## src/rtl/layer_compositor_pkg.sv

```systemverilog
// Shared game definitions: game-state encodings, RGB332 layout, reset palette
// and the active screen size.
package layer_compositor_pkg;

  typedef enum logic [1:0] {
    GS_INIT = 2'b00,
    GS_PLAY = 2'b01,
    GS_DEAD = 2'b10
  } gameState_t;

  localparam int unsigned RED_W       = 3;
  localparam int unsigned GREEN_W     = 3;
  localparam int unsigned BLUE_W      = 2;
  localparam int unsigned RGB_W       = RED_W + GREEN_W + BLUE_W;
  localparam int unsigned PAL_ENTRIES = 4;

  localparam int unsigned SCREEN_W = 640;
  localparam int unsigned SCREEN_H = 480;

  localparam logic [RGB_W-1:0] PAL_DEF0 = 8'hFF;
  localparam logic [RGB_W-1:0] PAL_DEF1 = 8'h00;
  localparam logic [RGB_W-1:0] PAL_DEF2 = 8'hFF;
  localparam logic [RGB_W-1:0] PAL_DEF3 = 8'hE0;

  function automatic logic [RGB_W-1:0] palDefault(input logic [1:0] idx);
    logic [RGB_W-1:0] val;
    case (idx)
      2'd0:    val = PAL_DEF0;
      2'd1:    val = PAL_DEF1;
      2'd2:    val = PAL_DEF2;
      default: val = PAL_DEF3;
    endcase
    return val;
  endfunction

endpackage

```

## src/rtl/layer_compositor_flash_timer.sv

```systemverilog
// Game-over flash: counts frames while dead and toggles the flash phase
// every FLASH_FRAMES frames; any non-dead state clears it at once.
module flash_timer
  import layer_compositor_pkg::*;
#(
  parameter int unsigned FLASH_FRAMES = 30
) (
  input  logic       clk,
  input  logic       rst,
  input  logic       frameStart,
  input  logic [1:0] gameState,
  output logic       flashPhase
);

  typedef enum logic {IDLE, FLASH} flashState_t;

  flashState_t state;
  logic [7:0]  flashCnt;

  always_ff @(posedge clk or negedge rst) begin
    if (!rst) begin
      state      <= IDLE;
      flashCnt   <= '0;
      flashPhase <= 1'b0;
    end else if (gameState != GS_DEAD) begin
      state      <= IDLE;
      flashCnt   <= '0;
      flashPhase <= 1'b0;
    end else begin
      case (state)
        IDLE: state <= FLASH;
        FLASH: begin
          if (frameStart) begin
            if (flashCnt == 8'(FLASH_FRAMES - 1)) begin
              flashCnt   <= '0;
              flashPhase <= ~flashPhase;
            end else begin
              flashCnt <= flashCnt + 8'd1;
            end
          end
        end
        default: state <= IDLE;
      endcase
    end
  end

endmodule

```

## src/rtl/layer_compositor.sv

```systemverilog
// Priority-merges LAYERS colour-index streams into one RGB332 pixel through a
// 2-stage pix_en pipeline with a frame-synchronous double-buffered palette.
module layer_compositor #(
  parameter int unsigned LAYERS       = 4,
  parameter int unsigned SCREEN_W     = layer_compositor_pkg::SCREEN_W,
  parameter int unsigned SCREEN_H     = layer_compositor_pkg::SCREEN_H,
  parameter int unsigned FLASH_FRAMES = 30
) (
  input  logic                clk,
  input  logic                rst,
  input  logic                pix_en,
  input  logic                frame_start,
  input  logic [9:0]          vga_x,
  input  logic [8:0]          vga_y,
  input  logic [2*LAYERS-1:0] layer_idx,
  input  logic [1:0]          game_state,
  input  logic                night_mode,
  input  logic                pal_we,
  input  logic [1:0]          pal_addr,
  input  logic [7:0]          pal_data,
  output logic [2:0]          vga_red,
  output logic [2:0]          vga_green,
  output logic [1:0]          vga_blue,
  output logic                pix_valid
);
  import layer_compositor_pkg::*;

  logic [RGB_W-1:0] activePal [PAL_ENTRIES];
  logic [RGB_W-1:0] shadowPal [PAL_ENTRIES];
  logic             commitPending;
  logic             nightLat;
  logic             flashPhase;
  logic             invert;

  logic [1:0]       selIdxNext, selIdx;
  logic             visNext, vis;
  logic             found;
  logic [RGB_W-1:0] rgb;

  always_comb begin
    selIdxNext = '0;
    found      = 1'b0;
    for (int unsigned i = 0; i < LAYERS; i++) begin
      if (!found && layer_idx[2*i +: 2] != '0) begin
        selIdxNext = layer_idx[2*i +: 2];
        found      = 1'b1;
      end
    end
    visNext = (vga_x != '0) && (vga_x <= 10'(SCREEN_W)) &&
              (vga_y != '0) && (vga_y <= 9'(SCREEN_H));
  end

  // A write coinciding with a commit lands only in the shadow copy: the commit
  // reads the pre-write shadow, and the later pending-set keeps it queued.
  always_ff @(posedge clk or negedge rst) begin
    if (!rst) begin
      for (int unsigned i = 0; i < PAL_ENTRIES; i++) begin
        activePal[i] <= palDefault(2'(i));
        shadowPal[i] <= palDefault(2'(i));
      end
      commitPending <= 1'b0;
      nightLat      <= 1'b0;
    end else begin
      if (frame_start) begin
        nightLat <= night_mode;
        if (commitPending) begin
          for (int unsigned i = 0; i < PAL_ENTRIES; i++) activePal[i] <= shadowPal[i];
          commitPending <= 1'b0;
        end
      end
      if (pal_we) begin
        shadowPal[pal_addr] <= pal_data;
        commitPending       <= 1'b1;
      end
    end
  end

  flash_timer #(.FLASH_FRAMES(FLASH_FRAMES)) uFlash (
    .clk        (clk),
    .rst        (rst),
    .frameStart (frame_start),
    .gameState  (game_state),
    .flashPhase (flashPhase)
  );

  assign invert = nightLat ^ flashPhase;

  always_ff @(posedge clk or negedge rst) begin
    if (!rst) begin
      selIdx    <= '0;
      vis       <= 1'b0;
      rgb       <= '0;
      pix_valid <= 1'b0;
    end else if (pix_en) begin
      selIdx    <= selIdxNext;
      vis       <= visNext;
      pix_valid <= vis;
      rgb       <= vis ? (activePal[selIdx] ^ {RGB_W{invert}}) : '0;
    end
  end

  assign vga_red   = rgb[RGB_W-1 -: RED_W];
  assign vga_green = rgb[BLUE_W +: GREEN_W];
  assign vga_blue  = rgb[BLUE_W-1:0];

endmodule

```

## config.mk

```make
export PLATFORM = sky130hd
export DESIGN_NAME = layer_compositor
export DESIGN_NICKNAME = d
export VERILOG_FILES = /design/src/rtl/layer_compositor_pkg.sv /design/src/rtl/layer_compositor_flash_timer.sv /design/src/rtl/layer_compositor.sv
export SDC_FILE = /design/constraint.sdc
export NUM_CORES = 1
export LEC_CHECK = 0
export ABC_AREA = 1
export CAP_MARGIN = 10
export CORE_UTILIZATION = 50
export CTS_CLUSTER_DIAMETER = 120
export DETAILED_ROUTE_END_ITERATION = 7
export GPL_ROUTABILITY_DRIVEN = 0
export GPL_TIMING_DRIVEN = 0
export HOLD_SLACK_MARGIN = 0.05
export PLACE_DENSITY = 0.81
export SYNTH_ARGS = -nofsm -noshare
export SYNTH_HDL_FRONTEND = slang
export SYNTH_HIERARCHICAL = 1
export SYNTH_SLANG_ARGS = --single-unit
```

## constraint.sdc

```tcl
create_clock -name clk -period 1.09 [get_ports clk]
set_input_delay 0.218 -clock clk [delete_from_list [all_inputs] [get_ports clk]]
set_output_delay 0.218 -clock clk [all_outputs]
set_load 0.01 [all_outputs]
```

==> flow_summary.toml, run 1 <==
[synth]
synthAdderAreaFrac_pct = 0.574
netlist_instances = 447
synth_top_area_share_pct = 28.7
ys_seq_elements = 88
yosys.area.top_type = "dfrtp_1"
async_flop_share_pct = 100
synth_nets = 494
synth_area_leaders = "dfrtp_1, dfstp_2, nand2_1"
synth.distinct_cells = 31
synth_xor_area_share_pct = 1.03
synth_top_family_by_area = "simple AND/OR/NAND/NOR gates"
netlist_top_cells_count = "nand2_1, dfrtp_1, dfstp_2"
synth_edf_count = 0
synth-simple-area-share_pct = 26.1
seq_area_frac_synth_pct = 51.6
synth-main-ff-cell = "dfrtp_1"
yosys_warnings = 6
syn_avg_cell_area_um2 = 9.75
synth_mux_area_share_pct = 11.1
yosysMostFrequentCell = "nand2_1"
synth_compound_area_share_pct = 4.07
syn_area_um2 = 4360

[timing]
max_slew_margin_pct = 71.3
setup_ws_ns = -0.190
finalCritPeriodShare_pct = 117
rsz0062_at_grt = "true"
finalCriticalPeriod_ns = 1.28
fin_worst_skew_ns = 0.0154
fmax_mhz = 781
hold_viol = 0
final-setup-viol-count = 56
tightest_slew_ns = 0.430
slew_violations = 0

[global_routing]
grt_start_max_net_pins = 60
grt_pass1_wl_um = 15500
grt_usage_pct = 23.0
grt_pass1_vias = 3459
overflow = 0
antenna_found_initial = 0

[run]
maxCapViolCount = 0

[drt]
drt_wl_total_um = 10300
drtAntennaViolNets = 0
drtPass1Iterations = 4
drt_iter0_markers = 224
viasPerCell = 5.35
routedWlPerCell_um = 16.1
drc = 0
vias = 3424

[final_layout]
diodes = 0
fillers = 596
post-route-util_pct = 67.0
final_layout_size_suffix_gt1_share_pct = 35.1
nNetsFinal = 577
postLayoutCellArea_um2 = 5590
area_growth_pct = 28.2

[power]
switching_share_pct = 30.7
power_density_nw_per_um2 = 1580
p_leak_nw = 2.68
internal-power_mw = 6.10
pwr-share-comb_pct = 24.6
power_frac_clock_pct = 25.0
p_sw_mw = 2.71
seqPwrFrac_pct = 50.3
peakVddDrop_mv = 1.04

[die]
ios = 54
die_h_um = 95.4
core-area_um2 = 8340
initial_core_util_pct = 52.3
fp.dieArea_um2 = 9100
dieWidth_um = 95.4
rows = 33

[cts]
clk_pin_slew_worst_paths_ns = 0.09
htree_levels = 3
clock_sinks = 88
cts_buffer_depth = 2
cts_root_buffer = "clkbuf_8"
cts_tree = "done"
clkLatencyLatePin_ns = 0.37
cts_buffers = 9

[worst_setup_path]
critPathRequiredTime_ns = 1.34
cp-start-kind = "flip-flop"
critical_path_class = "reg2reg"
crit_arrival_ns = 1.53
cp_max_fo = 4
cp-end-kind = "flip-flop"

[place]
place_hpwl_um = 6700
place_area_um2 = 5050
io_buffers = 53

[outcome]
violations = "setup timing"
status = "finished, violations left"

[hold_path]
hp-class = "in2reg"
worst max-delay path, stage by stage (launching register included):
cell and delay (ns):
dfrtp_1 0.45, ha_1 0.19, inv_1 0.06, nor2_2 0.09, nand3_2 0.09, nand2_4 0.10, nand2_4 0.07, inv_2 0.07
nor2_1 0.04
final timing paths:
| path | to | from | slack (ns) | cells after the start |
|---|---|---|---|---|
| max | uFlash/flashCnt[3] | uFlash/flashCnt[0] | -0.19 | 8 |
| max reg2reg | uFlash/flashCnt[3] | uFlash/flashCnt[0] | -0.19 | 8 |
| min in group asynchronous | commitPending | rst | 0.32 | 2 |
| min reg2reg | shadowPal[13] | shadowPal[13] | 0.48 | 2 |
| min | commitPending | frame_start | 0.31 | 2 |
| max in group asynchronous | activePal[26] | rst | 0.12 | 3 |
power groups by stage:
stage | registers [mW] | logic (mW) | clock network [mW]
after global routing | 4.49 | 2.36 | 2.39
after detailed placement | 4.46 | 1.91 | 0
after CTS | 4.40 | 2.04 | 2.23
final | 4.43 | 2.17 | 2.21
after floorplan | 4.37 | 1.27 | 0
after global placement | 4.41 | 1.81 | 0
area by class of cell:
class / count / area [µm²] / share of cell area, %
timing repair buffer: 75 / 758 / 13.6
inverter: 36 / 150 / 2.69
clock inverter: 7 / 70.1 / 1.25
clock buffer: 9 / 124 / 2.22
sequential: 88 / 2250 / 40.3
buffer: 9 / 129 / 2.31
multi-input combinational: 311 / 1970 / 35.3
tap: 105 / 131 / 2.35
cells in the final DEF, fill, tap and decap left out, types with 3 or more instances in the layout:
cell	Yosys	routed
dlygate4sd2_1	0	3
nor2_1	24	23
clkbuf_8	0	9
dfrtp_1	50	47
nand3_2	15	12
clkdlybuf4s50_1	0	39
inv_2	5	3
nand3_1	30	28
o21ai_1	32	32
nand2_1	136	126
nand3_4	1	6
inv_8	0	5
dfstp_2	38	38
nand3b_1	3	3
clkbuf_16	0	3
nand4_1	5	5
nand2_4	2	3
nor2_4	2	3
buf_12	0	5
dfrtp_2	0	3
mux2_4	30	31
nor2_2	4	4
buf_4	2	17
nand2_2	13	22
buf_6	4	6
inv_1	30	30
buf_2	4	7
flip-flops by register name, indices dropped and copies added (netlist names):
| name | cells |
|---|---|
| uFlash/state | 1 |
| vis | 1 |
| activePal | 32 |
| commitPending | 1 |
| nightLat | 1 |
| rgb | 8 |
| selIdx | 2 |
| pix_valid | 1 |
| uFlash/flashCnt | 8 |
| uFlash/flashPhase | 1 |
| shadowPal | 32 |
layer usage:
metal / GRT usage, % / part of all wire, % / vias to the layer above / routed length (µm)
met5: 0 / 0 / - / 0
met4: 13.1 / 3.7 / 0 / 384
li1: - / - / 1614 / -
met1: 27.2 / 41 / 1652 / 4210
met3: 5.34 / 6.1 / 34 / 632
met2: 38.3 / 49 / 124 / 5060
cells by family (layout without fill, tap and decap cells):
logic type | after synthesis | in the layout
buffers and inverters | 48 | 136
adders and majority gates | 2 | 2
AOI/OAI and AO/OA | 35 | 35
muxes | 33 | 33
DFF | 88 | 88
and+or+nand+nor | 238 | 238
xor gates and xnor gates | 3 | 3
repair_timing:
item | in CTS | in global routing
gates cloned | 1 | 3
pin swaps | 3 | 11
hold endpoints to repair | 11 | 0
hold buffers | 1 | 0
gates resized for setup | 59 | 26
setup endpoints to repair | 89 | 81
buffers inserted | 15 | 2
per-stage QoR:
stage	setup slack [ns]	hold slack, ns	power [mW]	TNS, ns	instances
2_1_floorplan	-0.0238	-0.0776	5.63	-0.0979	447
3_3_place_gp	-3.14	0.462	6.22	-273.46	605
3_5_place_dp	-0.540	0.174	6.37	-36.36	606
4_1_cts	-0.115	0.308	8.66	-2.67	636
5_1_grt	-0.244	0.351	9.24	-7.39	640
6_report	-0.190	0.309	8.81	-5.31	640
Power figures use the tool's default switching activity.
==> run 2, diff against run 1 <==
- CORE_MARGIN: not set -> 1
- HOLD_SLACK_MARGIN: 0.05 -> 0.08
==> results of run 2 <==
The final DEF is identical to that of run 1; final timing and power are the same.
